### config.mk
export PLATFORM = sky130hd
export DESIGN_NAME = board_player_mover
export DESIGN_NICKNAME = d
export VERILOG_FILES = /design/src/rtl/board_player_mover.sv
export SDC_FILE = /design/constraint.sdc
export NUM_CORES = 1
export LEC_CHECK = 0
export ABC_AREA = 1
export CAP_MARGIN = 30
export CORE_MARGIN = 3
export CORE_UTILIZATION = 40
export CTS_CLUSTER_SIZE = 28
export DETAILED_ROUTE_END_ITERATION = 10
export GPL_ROUTABILITY_DRIVEN = 0
export GPL_TIMING_DRIVEN = 0
export PLACE_DENSITY = 0.73
export SYNTH_ARGS = -nofsm -noshare
export SYNTH_HDL_FRONTEND = slang
export SYNTH_SLANG_ARGS = --single-unit
### constraint.sdc
create_clock -name clk -period 2.2 [get_ports clk]
set_input_delay 0.55 -clock clk [delete_from_list [all_inputs] [get_ports clk]]
set_output_delay 0.55 -clock clk [all_outputs]
set_load 0.005 [all_outputs]
### src/rtl/board_player_mover.sv
// Board-game player sprite mover: accepts dice moves and hops the player tile by
// tile, one animation step per video frame, tracking the current tile and laps.
module board_player_mover #(
    parameter int START_X     = 16,
    parameter int BASE_Y      = 124,
    parameter int TILE_W      = 32,
    parameter int NUM_TILES   = 16,
    parameter int HOP_FRAMES  = 16,
    parameter int X_STEP      = 2,
    parameter int LIFT_STEP   = 2,
    parameter int REST_FRAMES = 4
) (
    input  logic                         clk,
    input  logic                         reset,
    input  logic                         frame_tick,
    input  logic                         move_valid,
    input  logic [2:0]                   move_steps,
    output logic                         move_ready,
    output logic [9:0]                   player_x,
    output logic [9:0]                   player_y,
    output logic [$clog2(NUM_TILES)-1:0] tile_idx,
    output logic                         busy,
    output logic                         move_done,
    output logic                         lap_pulse,
    output logic [7:0]                   lap_count,
    output logic                         invalid_move
);

    localparam int TW = $clog2(NUM_TILES);
    localparam int HW = $clog2(HOP_FRAMES + 1);
    localparam int RW = $clog2(REST_FRAMES + 1);

    typedef enum logic [1:0] {S_IDLE, S_HOP, S_REST} state_t;

    state_t        r_state,       w_state_nxt;
    logic [HW-1:0] r_hop_frame,   w_hop_frame_nxt;
    logic [RW-1:0] r_rest_cnt,    w_rest_cnt_nxt;
    logic [2:0]    r_steps_left,  w_steps_left_nxt;
    logic [TW-1:0] r_tile,        w_tile_nxt;
    logic [9:0]    r_x,           w_x_nxt;
    logic [9:0]    r_y,           w_y_nxt;
    logic [7:0]    r_lap_count,   w_lap_count_nxt;
    logic          r_ready,       w_ready_nxt;
    logic          r_busy,        w_busy_nxt;
    logic          r_done,        w_done_nxt;
    logic          r_lap,         w_lap_nxt;
    logic          r_invalid,     w_invalid_nxt;

    logic [HW-1:0] w_hf_inc;
    logic [HW-1:0] w_hf_rem;
    logic [HW-1:0] w_hf_min;
    logic [9:0]    w_lift;
    logic [9:0]    w_tile_x;
    logic [TW-1:0] w_tile_inc;
    logic [9:0]    w_land_x;
    logic [RW-1:0] w_rest_inc;
    logic          w_wrap;
    logic          w_land;
    logic          w_steps_legal;

    // Hop triangle: lift rises for the first half of the hop and falls for the second.
    assign w_hf_inc      = r_hop_frame + 1'b1;
    assign w_hf_rem      = HW'(HOP_FRAMES) - w_hf_inc;
    assign w_hf_min      = (w_hf_inc < w_hf_rem) ? w_hf_inc : w_hf_rem;
    assign w_lift        = 10'(LIFT_STEP) * 10'(w_hf_min);
    assign w_tile_x      = 10'(START_X) + 10'(TILE_W) * 10'(r_tile);
    assign w_tile_inc    = r_tile + 1'b1;
    assign w_land_x      = 10'(START_X) + 10'(TILE_W) * 10'(w_tile_inc);
    assign w_rest_inc    = r_rest_cnt + 1'b1;
    assign w_wrap        = (r_tile == TW'(NUM_TILES - 1));
    assign w_land        = (w_hf_inc == HW'(HOP_FRAMES));
    assign w_steps_legal = (move_steps != 3'd0) && (move_steps != 3'd7);

    // NOTE: every next-state signal gets a default first so no path leaves it unassigned (no latches).
    always_comb begin
        w_state_nxt      = r_state;
        w_hop_frame_nxt  = r_hop_frame;
        w_rest_cnt_nxt   = r_rest_cnt;
        w_steps_left_nxt = r_steps_left;
        w_tile_nxt       = r_tile;
        w_x_nxt          = r_x;
        w_y_nxt          = r_y;
        w_lap_count_nxt  = r_lap_count;
        w_ready_nxt      = r_ready;
        w_busy_nxt       = r_busy;
        w_done_nxt       = 1'b0;
        w_lap_nxt        = 1'b0;
        w_invalid_nxt    = 1'b0;

        case (r_state)
            S_IDLE: begin
                w_ready_nxt = 1'b1;
                w_busy_nxt  = 1'b0;
                if (move_valid && r_ready) begin
                    if (w_steps_legal) begin
                        w_steps_left_nxt = move_steps;
                        w_hop_frame_nxt  = '0;
                        w_state_nxt      = S_HOP;
                        w_busy_nxt       = 1'b1;
                        w_ready_nxt      = 1'b0;
                    end else begin
                        w_invalid_nxt = 1'b1;
                    end
                end
            end
            S_HOP: begin
                if (frame_tick) begin
                    if (w_land) begin
                        w_tile_nxt       = w_tile_inc;
                        w_x_nxt          = w_land_x;
                        w_y_nxt          = 10'(BASE_Y);
                        w_hop_frame_nxt  = '0;
                        w_steps_left_nxt = r_steps_left - 1'b1;
                        if (w_wrap) begin
                            w_lap_nxt       = 1'b1;
                            w_lap_count_nxt = r_lap_count + 1'b1;
                        end
                        if (r_steps_left == 3'd1) begin
                            w_state_nxt = S_IDLE;
                            w_done_nxt  = 1'b1;
                            w_ready_nxt = 1'b1;
                            w_busy_nxt  = 1'b0;
                        end else begin
                            w_state_nxt    = S_REST;
                            w_rest_cnt_nxt = '0;
                        end
                    end else begin
                        w_hop_frame_nxt = w_hf_inc;
                        w_y_nxt         = 10'(BASE_Y) - w_lift;
                        // The wrap hop from the last tile keeps x still; landing snaps it to tile 0.
                        if (!w_wrap) w_x_nxt = w_tile_x + 10'(X_STEP) * 10'(w_hf_inc);
                    end
                end
            end
            S_REST: begin
                if (frame_tick) begin
                    if (w_rest_inc == RW'(REST_FRAMES)) begin
                        w_state_nxt     = S_HOP;
                        w_hop_frame_nxt = '0;
                        w_rest_cnt_nxt  = '0;
                    end else begin
                        w_rest_cnt_nxt = w_rest_inc;
                    end
                end
            end
            default: w_state_nxt = S_IDLE;
        endcase
    end

    // NOTE: state is updated with non-blocking assignments so all registers see pre-edge values.
    always_ff @(posedge clk or posedge reset) begin
        if (reset) begin
            r_state      <= S_IDLE;
            r_hop_frame  <= '0;
            r_rest_cnt   <= '0;
            r_steps_left <= '0;
            r_tile       <= '0;
            r_x          <= 10'(START_X);
            r_y          <= 10'(BASE_Y);
            r_lap_count  <= '0;
            r_ready      <= 1'b1;
            r_busy       <= 1'b0;
            r_done       <= 1'b0;
            r_lap        <= 1'b0;
            r_invalid    <= 1'b0;
        end else begin
            r_state      <= w_state_nxt;
            r_hop_frame  <= w_hop_frame_nxt;
            r_rest_cnt   <= w_rest_cnt_nxt;
            r_steps_left <= w_steps_left_nxt;
            r_tile       <= w_tile_nxt;
            r_x          <= w_x_nxt;
            r_y          <= w_y_nxt;
            r_lap_count  <= w_lap_count_nxt;
            r_ready      <= w_ready_nxt;
            r_busy       <= w_busy_nxt;
            r_done       <= w_done_nxt;
            r_lap        <= w_lap_nxt;
            r_invalid    <= w_invalid_nxt;
        end
    end

    assign move_ready   = r_ready;
    assign player_x     = r_x;
    assign player_y     = r_y;
    assign tile_idx     = r_tile;
    assign busy         = r_busy;
    assign move_done    = r_done;
    assign lap_pulse    = r_lap;
    assign lap_count    = r_lap_count;
    assign invalid_move = r_invalid;

endmodule

# --- After elaboration in Yosys (flattened, before gate mapping) ---
# Index checks and enable logic that the tools add are counted.
word_totals:
  register_bits: 50
  latch_bits: 0
  ramBits: 0
  romBits: 0
  inputBits: 7
  output_inout_bits: 37
  word_cells: 108
  n_memories: 0
classes:
  addsub: 10
  multipliers: 0
  div_mod_pow: 0
  n_lt_le_gt_ge: 1
  eq_ne: 16
  n_shift: 0
  muxes: 52
  bitwise_logic: 0
  n_reduce_logical: 16
op_table:
  columns: ["operator", "n"]
  rows:
  - ["$mux W5", 7]
  - ["$mux W10", 3]
  - ["$mux W3", 9]
  - ["$add A5 B9 Y10 const A", 2]
  - ["$mux W1", 20]
  - ["$ne A2 B2 Y1 const B", 8]
  - ["$pmux W5 S3", 1]
  - ["$mux W2", 7]
  - ["$pmux W3 S2", 2]
  - ["$reduce_and A6 Y1", 2]
  - ["$add A10 B6 Y10", 1]
  - ["$reduce_and A5 Y1", 2]
  - ["$add A8 B1 Y8 const B", 1]
  - ["$reduce_and A4 Y1", 2]
  - ["$sub A7 B6 Y8 const A", 1]
  - ["$pmux W2 S3", 1]
  - ["$reduce_and A3 Y1", 2]
  - ["$reduce_bool A3 Y1", 2]
  - ["$add A5 B1 Y5 const B", 1]
  - ["$eq A5 B5 Y1 const B", 1]
  - ["$lt A5 B5 Y1", 1]
  - ["$sub A5 B5 Y5 const A", 1]
  - ["$add A4 B1 Y4 const B", 1]
  - ["$eq A4 B4 Y1 const B", 1]
  - ["13 further kinds", 16]

# --- Longest topological paths before layout ---
# Gate-level depths: netlist (run 1).
logic_depth:
  word_depth: 6
  mapped_depth: 20
  mapped_depth_nobuf: 20

# --- Worst setup path after synthesis (run 1) ---
# Ideal clock, no wire load.
synth_timing:
  path_type: "reg2reg"
  start: "register r_hop_frame[0]"
  end: "register r_y[3] (netlist: player_y[3])"
  setup_time_ns: 0.078
  t_arrival_ns: 2.346
  required_time_ns: 2.122
  slack_ns: -0.223
  path_stages_with_launch: 21
  n_path_buf: 0
  synth_period_minus_slack_ns: 2.423
  cell_sequence: "dfrtp_1 > ha_1 > inv_1 > nand2_1 > nand2_4 > inv_2 > nand3_1 > ha_1 > inv_1 > nand2_1 > nand2_1 > nand3_1 > nand2_2 > nand2_1 > nand2_1 > inv_1 > ha_1 > nand3_1 > nand2_1 > o22ai_1 > inv_1"
synth_between:
  elab_chain_len: 6
  elab_cells_between_ends: 7
  classes_between: "add/sub (3); order compare (1); eq/ne (1); mux (2)"
synth_rtl:
  columns: ["item", "line_no", "source"]
  rows:
  - ["from (decl)", "36", "logic [HW-1:0] r_hop_frame, w_hop_frame_nxt;"]
  - ["from (signal assigned)", "168", "r_hop_frame <= w_hop_frame_nxt;"]
  - ["$add A5 B1 Y5 *", "62", "assign w_hf_inc = r_hop_frame + 1'b1;"]
  - ["$sub A5 B5 Y5", "63", "assign w_hf_rem = HW'(HOP_FRAMES) - w_hf_inc;"]
  - ["$lt A5 B5 Y1", "64", "assign w_hf_min = (w_hf_inc < w_hf_rem) ? w_hf_inc : w_hf_rem;"]
  - ["$mux W5", "64", null]
  - ["$sub A7 B6 Y8", "129", "w_y_nxt = 10'(BASE_Y) - w_lift;"]
  - ["$mux W10 *", "108", "if (w_land) begin"]
  - ["to (signal assigned)", "159", "r_y <= 10'(BASE_Y);"]
  - ["to (signal assigned)", "173", "r_y <= w_y_nxt;"]
  - ["to (decl)", "41", "logic [9:0] r_y, w_y_nxt;"]
# Every way passes the cells marked *; elsewhere a longest branch is shown, timed or not.
# A chain may end at the register's enable or synchronous reset.

# --- Worst setup path in the final report (run 1) ---
layout_timing:
  start: "register r_hop_frame[0]"
  end: "register r_y[5] (netlist: player_y[5])"
# Same word-level chain as after synthesis.

==> results of run 1 <==
## registers in the layout, indices dropped and copies added, names as in the netlist
register	cells
busy	1
invalid_move	1
lap_count	8
lap_pulse	1
move_done	1
move_ready	1
player_x	9
player_y	6
r_hop_frame	5
r_rest_cnt	3
r_state	2
r_steps_left	3
tile_idx	4
## metal layers
| layer | track usage | vias up |
|---|---|---|
| met5 | 0 | - |
| met4 | 0.0377 | 0 |
| met3 | 0.0489 | 8 |
| met2 | 0.270 | 55 |
| met1 | 0.208 | 1112 |
| li1 | - | 1163 |
## power breakdown
group	switching (µW)	internal (µW)
clock	298	223
combinational	838	732
sequential	155	1050
## path summary, 6_finish.rpt
kind                                 from            end  slack, ns  cells past startpoint
max in group asynchronous           reset    player_x[4]       1.15                      3
setup reg to reg           r_hop_frame[0]    player_y[5]      -0.14                     18
min in group asynchronous           reset  r_rest_cnt[2]       0.51                      2
hold reg to reg               player_x[4]    player_x[4]       0.48                      2
hold / removal                player_x[4]    player_x[4]       0.48                      2
setup / recovery           r_hop_frame[0]    player_y[5]      -0.14                     18
## worst min-delay path, delay by kind of cell (launching register included)
kind	cells	cell delay [ns]
flops	1	0.37
simple gates	1	0.05
compound gates	1	0.05
## cell families (layout without fill, tap and decap cells)
family	after synthesis	count (layout)	synth area share
flops	45	45	0.425
xor+xnor	13	13	0.0426
compound gates	43	43	0.0942
simple gates	148	148	0.277
other cells	1	5	0.00140
buf+inv	56	126	0.0871
fa+ha+maj	15	15	0.0731
## synthesized netlist by cell type (3+ instances only)
cell type and instances:
a21oi_1 4, buf_4 5, dfrtp_1 38, dfstp_2 7
ha_1 14, inv_1 44, inv_2 3, nand2_1 75
nand2_2 4, nand2_4 3, nand3_1 24, nand4_1 5
nor2_1 22, nor2_2 4, o21a_1 3, o21ai_0 22
o21ai_1 4, xnor2_1 6, xor2_1 7
## per-stage QoR
step / instance area [µm²] / instances / setup WS (ns) / power [µW] / TNS (ns)
6_report: 3670 / 472 / -0.138 / 3300 / -0.481
4_1_cts: 3530 / 465 / -0.0739 / 3170 / -0.524
3_3_place_gp: 3230 / 440 / -0.502 / 2430 / -18.98
5_1_grt: 3670 / 472 / -0.273 / 3570 / -1.49
3_5_place_dp: 3250 / 441 / -0.402 / 2480 / -5.62
2_1_floorplan: 2760 / 325 / -0.0591 / 2030 / -0.109
## area by class of cell
cell class / count / area [µm²]
multi-input combinational: 224 / 1510
sequential: 45 / 1140
tap: 77 / 96.3
timing repair buffer: 62 / 588
buffer: 8 / 55.1
fill: 579 / 2750
clock buffer: 5 / 68.8
clock inverter: 3 / 22.5
inverter: 48 / 196
## timing repair
item / CTS / global route
pin swaps: 17 / 9
buffers inserted: 16 / 7
endpoints found under the setup margin: 26 / 23
resized for setup: 21 / 27
==> results.yml, run 1 <==
die:
  boundaryPins: 44
  die_height_um: 87.7
  core-area_um2: 6420
  dieArea_um2: 7690
  start_util: 0.416
  rows: 29
  die_width_um: 87.7
global_routing:
  grt_pass1_wl_um: 9940
  grt_max_degree: 33
  grt_pass1_vias: 2292
  overflow: 0
  grtUsageTotal: 0.162
  antenna_found_initial: 0
critical_path:
  worstSetupPathType: "register to register"
  path_cells: "buf_6, clkinvlp_4, ha_4, nand3_4, ha_4, inv_4, nand2_1, nand2_1, nand3_2, nand2_2, nand2_2, nand2_2, inv_2, ha_4, nand4_1, nand2_1, o21ai_1, nor2_1"
  path_max_fanout: 4
  crit_required_ns: 2.44
  cp_top_family: "simple AND/OR/NAND/NOR gates"
  crit_path_top_delay_cell: "dfrtp_2"
  path_buf_inv: 4
  max_stage_delay_ns: 0.44
  critPathLaunchType: "register"
  crit_arrival_ns: 2.58
  crit_path_end_kind: "register"
clock_tree:
  cts_htree_levels: 2
  cts_tree: "yes"
  clock_path_buffers: 2
  clock_latency_ns: 0.30
  hold_buffers: 0
  cts_sinks: 45
  cts.clk_slew.worst_paths_ns: 0.09
  cts-buffers-inserted: 5
  cts_root_buffer: "clkbuf_8"
synth:
  synth.cell_area_um2: 2670
  synth.area.top_cells: "dfrtp_1, nand2_1, dfstp_2"
  ys_seq_elements: 45
  synth-edff-count: 0
  synthCells: 321
  synthArstFlopShare: 1.00
  synth_area_per_cell_um2: 8.32
  synthDistinctLibCells: 42
  yosysSeqAreaShare: 0.425
  synth_top_area_cell: "dfrtp_1"
  synth-warning-count: 0
  yosysTopAreaCellShare: 0.356
  ys.flop_type: "dfrtp_1"
placement:
  port_buffers: 38
  hpwl_um: 4200
cells_and_area:
  post-route-util: 0.571
  drive_above_1_share: 0.276
  n_antenna_cell: 0
  layout_commonest_cell: "nand2_1"
  syn_to_final_growth_pct: 37.4
  nets: 416
  layout_common_cells: "nand2_1, clkdlybuf4s50_1, dfrtp_1"
timing:
  hold_violations: 0
  rsz0062_at_grt: "yes"
  fin_worst_skew_ns: 0.00933
  fin_ws_ns: -0.138
  min_period_ns: 2.34
  final-setup-viol-count: 5
  fmax_mhz: 428
  period_share: 1.06
  holdWs_ns: 0.477
  finalMaxSlewViolations: 0
detailed_routing:
  drc: 0
  drt-initial-drc-count: 100
  wl_per_cell_um: 12.9
  first_pass_iters: 5
  vias: 2338
  drtAntennaViolNets: 0
  viasPerCell: 4.95
  wl_met3_um: 312
  highest_layer: "met4"
  met2_length_um: 3030
  wl_met1_um: 2720
  totalWireLength_um: 6110
power_and_ir_drop:
  p_leak_uw: 0.00171
  p_per_area_nw_per_um2: 899
  ir_drop_uv: 590
run_status:
  status: "complete, but fails checks"
  violations: "setup timing"
run:
  drv_cap: 0
min_path:
  hold_path.class: "register to register"
Note: power is estimated with default switching activity, not from simulation.
==> inputs of run 2 (changes only) <==
Settings changed: SKIP_LAST_GASP from default to 1.
==> run 2 against run 1 <==
Effect of this change: the run still ends with setup timing left; sequential share of layout area is essentially flat; maximum frequency is essentially flat; count of clock-buffer cells in the layout is the same; total power is essentially flat; via count shrank 0.60%; final area is essentially flat; first-iteration DRC count shrank 24%; sequential power is essentially flat; combinational power is essentially flat; flip-flop and latch count is the same; global-route usage is the same; die area is the same.
==> results.yml, run 2 (same netlist as run 1, synthesis figures left out) <==
timing:
  period_share: 1.06
  final-setup-viol-count: 5
  fin_ws_ns: -0.136
  hold_violations: 0
  min_period_ns: 2.34
  fin_worst_skew_ns: 0.00945
  fmax_mhz: 428
  holdWs_ns: 0.477
  finalMaxSlewViolations: 0
  rsz0062_at_grt: "yes"
clock_tree:
  cts_root_buffer: "clkbuf_8"
  cts_tree: "yes"
  clock_latency_ns: 0.30
  cts-buffers-inserted: 5
  cts_htree_levels: 2
  cts_sinks: 45
  cts.clk_slew.worst_paths_ns: 0.09
  hold_buffers: 0
  clock_path_buffers: 2
power_and_ir_drop:
  p_leak_uw: 0.00171
  p_clk_frac: 0.158
  p_per_area_nw_per_um2: 899
  p_sw_uw: 1290
  finalPower_uw: 3300
  swShare: 0.392
  intPower_uw: 2010
  power_frac_comb: 0.476
  ir_drop_uv: 590
  pwr-share-seq: 0.366
run:
  drv_cap: 0
placement:
  hpwl_um: 4200
  dpl_worst_slack_ns: -0.402
  placed_area_um2: 3250
  port_buffers: 38
detailed_routing:
  wl_per_cell_um: 12.9
  viasPerCell: 4.92
  first_pass_iters: 4
  drtAntennaViolNets: 0
  vias: 2324
  drc: 0
  drt-initial-drc-count: 76
  totalWireLength_um: 6090
global_routing:
  grtUsageTotal: 0.162
  grt_pass1_vias: 2292
  overflow: 0
  grt_max_degree: 33
  antenna_found_initial: 0
  grt_pass1_wl_um: 9940
cells_and_area:
  drive_above_1_share: 0.276
  design_area_um2: 3670
  n_antenna_cell: 0
  post-route-util: 0.571
  layout_commonest_cell: "nand2_1"
  largest_register_ff_count: 9
  syn_to_final_growth_pct: 37.3
  nets: 416
  layout_common_cells: "nand2_1, clkdlybuf4s50_1, dfrtp_1"
run_status:
  status: "complete, but fails checks"
  violations: "setup timing"
critical_path:
  path_buf_inv: 4
  critPathLaunchType: "register"
  crit_path_top_delay_cell: "dfrtp_2"
  crit_arrival_ns: 2.58
  crit_path_end_kind: "register"
  cp_top_family: "simple AND/OR/NAND/NOR gates"
  path_max_fanout: 4
  path_cells: "buf_6, clkinvlp_4, ha_4, nand3_4, ha_4, inv_4, nand2_1, nand2_1, nand3_2, nand2_2, nand2_2, nand2_2, inv_2, ha_4, nand4_1, nand2_1, o21ai_1, nor2_1"
  worstSetupPathType: "register to register"
  max_stage_delay_ns: 0.44
  crit_required_ns: 2.44
die:
  boundaryPins: 44
  die_height_um: 87.7
  start_util: 0.416
  rows: 29
  dieArea_um2: 7690
  core-area_um2: 6420
  die_width_um: 87.7
min_path:
  hold_path.class: "register to register"
run 2: cell counts in the layout (fill, tap and decap cells not counted):
No cell type changed its count.
run 2: cell type report:
type	instances	area, µm²
clock inverters	3	22.5
flip-flops and latches	45	1140
plain buffers	8	55.1
clock buffers	5	68.8
fillers	581	2760
multi-input cells	224	1510
repair buffers	62	588
inverters	48	194
well taps	77	96.3
run 2: final timing paths:
kind                           startpoint       endpoint  slack, ns  cells past startpoint
max in group asynchronous           reset    player_x[4]       1.15                      3
min in group asynchronous           reset  r_rest_cnt[2]       0.51                      2
min reg2reg                   player_x[4]    player_x[4]       0.48                      2
max                        r_hop_frame[0]    player_y[5]      -0.14                     18
max reg2reg                r_hop_frame[0]    player_y[5]      -0.14                     18
min                           player_x[4]    player_x[4]       0.48                      2
run 2: stage by stage:
stage	instances	TNS, ns
after floorplan	325	-0.109
after global placement	440	-18.98
after detailed placement	441	-5.62
after CTS	465	-0.524
after global routing	472	-1.54
final	472	-0.479
run 2: timing repair:
item | 4_1_cts | 5_1_grt
buffers inserted | 16 | 7
endpoints found under the setup margin | 26 | 23
pin swaps | 17 | 9
gates resized for setup | 21 | 25
run 2: power groups by stage:
stage / registers, µW / logic, µW / clock network (µW)
2_1_floorplan: 1200 / 836 / 0
5_1_grt: 1230 / 1760 / 584
3_3_place_gp: 1210 / 1210 / 0
4_1_cts: 1200 / 1430 / 533
6_report: 1210 / 1570 / 521
3_5_place_dp: 1220 / 1260 / 0
run 2: routing by layer:
metal	vias to the layer above	track usage	wire [µm]
met2	41	0.270	3030
met1	1116	0.208	2770
met3	6	0.0489	252
li1	1161	-	-
met5	-	0	0
met4	0	0.0377	47
run 2: tightest hold or removal path, stage by stage (launching register included):
cell	delay, ns
dfstp_2	0.37
nand2_1	0.05
o21ai_1	0.05
==> inputs of run 3 (changes only) <==
Settings changed: ABC_AREA 1 to default, TNS_END_PERCENT from default to 1.
==> run 3 against run 2 <==
Effect of this change: the run still ends with setup timing left; combinational power increased by 32%; total power increased by 14%; wire length increased by 7.8%; final area increased by 3.2%; maximum frequency decreased by 27%; first-iteration DRC count increased by 93%; sequential share of layout area decreased by 0.96 points; clock power increased by 0.8%; critical path depth decreased by 4; via count increased by 4.1%; count of clock-buffer cells in the layout unchanged; synthesized area increased by 7.4%; highest routed layer unchanged.
==> results.yml, run 3 <==
run:
  drv_cap: 0
clock_tree:
  cts_sinks: 45
  cts_root_buffer: "clkbuf_8"
  clock_path_buffers: 2
  cts_htree_levels: 2
  clock_latency_ns: 0.30
  cts-buffers-inserted: 5
  cts.clk_slew.worst_paths_ns: 0.09
  cts_tree: "yes"
detailed_routing:
  wl_per_cell_um: 14.1
  first_pass_iters: 5
  viasPerCell: 5.21
  vias: 2419
  drt-initial-drc-count: 147
  drc: 0
  drtAntennaViolNets: 0
  totalWireLength_um: 6560
die:
  start_util: 0.418
  die_height_um: 90.7
  rows: 30
  boundaryPins: 44
  dieArea_um2: 8220
  die_width_um: 90.7
  core-area_um2: 6870
synth:
  synth-warning-count: 0
  synth_area_per_cell_um2: 9.56
  synthDistinctLibCells: 73
  synthArstFlopShare: 1.00
  synth_commonest_cells: "dfrtp_1, nand2_1, nor2_1, o21ai_0, nand3_1"
  synth.area.top_cells: "dfrtp_1, dfstp_2, ha_1"
  synth-edff-count: 0
  ys_seq_elements: 45
  synthCells: 300
  synth.cell_area_um2: 2870
  synth.most_common_cell: "dfrtp_1"
  yosysSeqAreaShare: 0.396
  ys.flop_type: "dfrtp_1"
  synth_top_area_cell: "dfrtp_1"
  yosysTopAreaCellShare: 0.331
global_routing:
  grt_max_degree: 32
  overflow: 0
  grt_pass1_vias: 2300
  grtUsageTotal: 0.160
  grt_pass1_wl_um: 10900
  antenna_found_initial: 0
power_and_ir_drop:
  ir_drop_uv: 639
  p_leak_uw: 0.00166
  p_per_area_nw_per_um2: 992
placement:
  dpl_worst_slack_ns: -1.25
  port_buffers: 38
  hpwl_um: 4660
  placed_area_um2: 3480
  dp.cells: 439
cells_and_area:
  layout.cells.non_filler: 464
  layout_common_cells: "clkdlybuf4s50_1, dfrtp_1, nand2_1"
  n_antenna_cell: 0
  seqCellArea_um2: 1140
  syn_to_final_growth_pct: 31.9
  design_area_um2: 3780
  largest_register_ff_count: 9
  post-route-util: 0.551
  nFillCells: 606
  multi_input_area_um2: 1690
  layout_commonest_cell: "clkdlybuf4s50_1"
  drive_above_1_share: 0.231
  nets: 389
timing:
  fin_ws_ns: -0.997
  rsz0062_at_grt: "yes"
  finalMaxSlewViolations: 0
  tightest_slew_ns: 0.717
  fin_worst_skew_ns: 0.0112
  timing.setup.tns_ns: -17.12
  final-setup-viol-count: 34
  slew_headroom: 0.521
  fmax_mhz: 313
  period_share: 1.45
  hold_violations: 0
  min_period_ns: 3.20
critical_path:
  crit_arrival_ns: 3.42
  crit_required_ns: 2.43
  crit_path_end_kind: "register"
  path_max_fanout: 6
  worstSetupPathType: "register to register"
  critPathLaunchType: "register"
run_status:
  violations: "setup timing"
  status: "complete, but fails checks"
min_path:
  hold_path.class: "register to register"
-- run 3: layout make-up --
class,count,area share
Clock inverter,3,0.00562
Buffer,18,0.0347
Sequential cell,45,0.300
Tap cell,96,0.0317
Inverter,16,0.0172
Multi-Input combinational cell,223,0.448
Timing Repair Buffer,58,0.144
Clock buffer,5,0.0182
-- run 3: kinds of logic after synthesis --
| family | synth area share |
|---|---|
| AO/OA/AOI/OAI | 0.171 |
| buffers and inverters | 0.0685 |
| XOR/XNOR | 0.0781 |
| AND/OR/NAND/NOR | 0.203 |
| flip-flops | 0.396 |
| other | 0.00131 |
| multiplexers | 0.0153 |
| adder cells (fa/ha/maj) | 0.0680 |
-- run 3: power breakdown --
part | internal [µW] | leakage, µW | switching (µW)
Clock | 226 | 0.0000445 | 299
Combinational | 1050 | 0.00104 | 1020
Sequential | 1020 | 0.000584 | 145
Total | 2290 | 0.00166 | 1460
-- run 3: through the flow --
step | power, µW | hold WS, ns
detailed placement | 2800 | 0.452
floorplan | 2340 | 0.448
CTS | 3570 | 0.472
global placement | 2750 | 0.457
finish | 3760 | 0.469
global route | 4020 | 0.506
-- run 3: layer usage --
layer / track usage / wire, µm
met5: 0 / 0
met1: 0.215 / 2940
met4: 0.0421 / 45
met2: 0.266 / 3290
met3: 0.0275 / 285
-- run 3: critical path: stages, from the launching register on --
cell and delay (ns):
dfrtp_2 0.48, ha_4 0.21, xnor2_4 0.21, nand3_4 0.10, ha_4 0.30, nor3b_2 0.18, o22ai_1 0.11, o32a_2 0.40
and2_4 0.16, nand2_4 0.07, xnor2_2 0.06, ha_2 0.19, or3_4 0.34, o32ai_4 0.26, nor3_2 0.07
-- run 3: final timing paths --
kind,end,start,slack (ns),cells past startpoint
setup / recovery,player_y[5],r_hop_frame[1],-1.0,14
hold reg to reg,player_x[4],player_x[4],0.47,2
min in group asynchronous,r_rest_cnt[0],reset,0.53,2
max in group asynchronous,player_y[3],reset,1.13,3
hold / removal,player_x[4],player_x[4],0.47,2
setup reg to reg,player_y[5],r_hop_frame[1],-1.0,14
-- run 3: what timing repair did --
| item | in CTS | in global routing |
|---|---|---|
| pin swaps | 9 | 12 |
| hold buffers | 0 | 0 |
| buffers inserted | 14 | 5 |
| setup endpoints to repair | 40 | 38 |
| resized for setup | 7 | 8 |
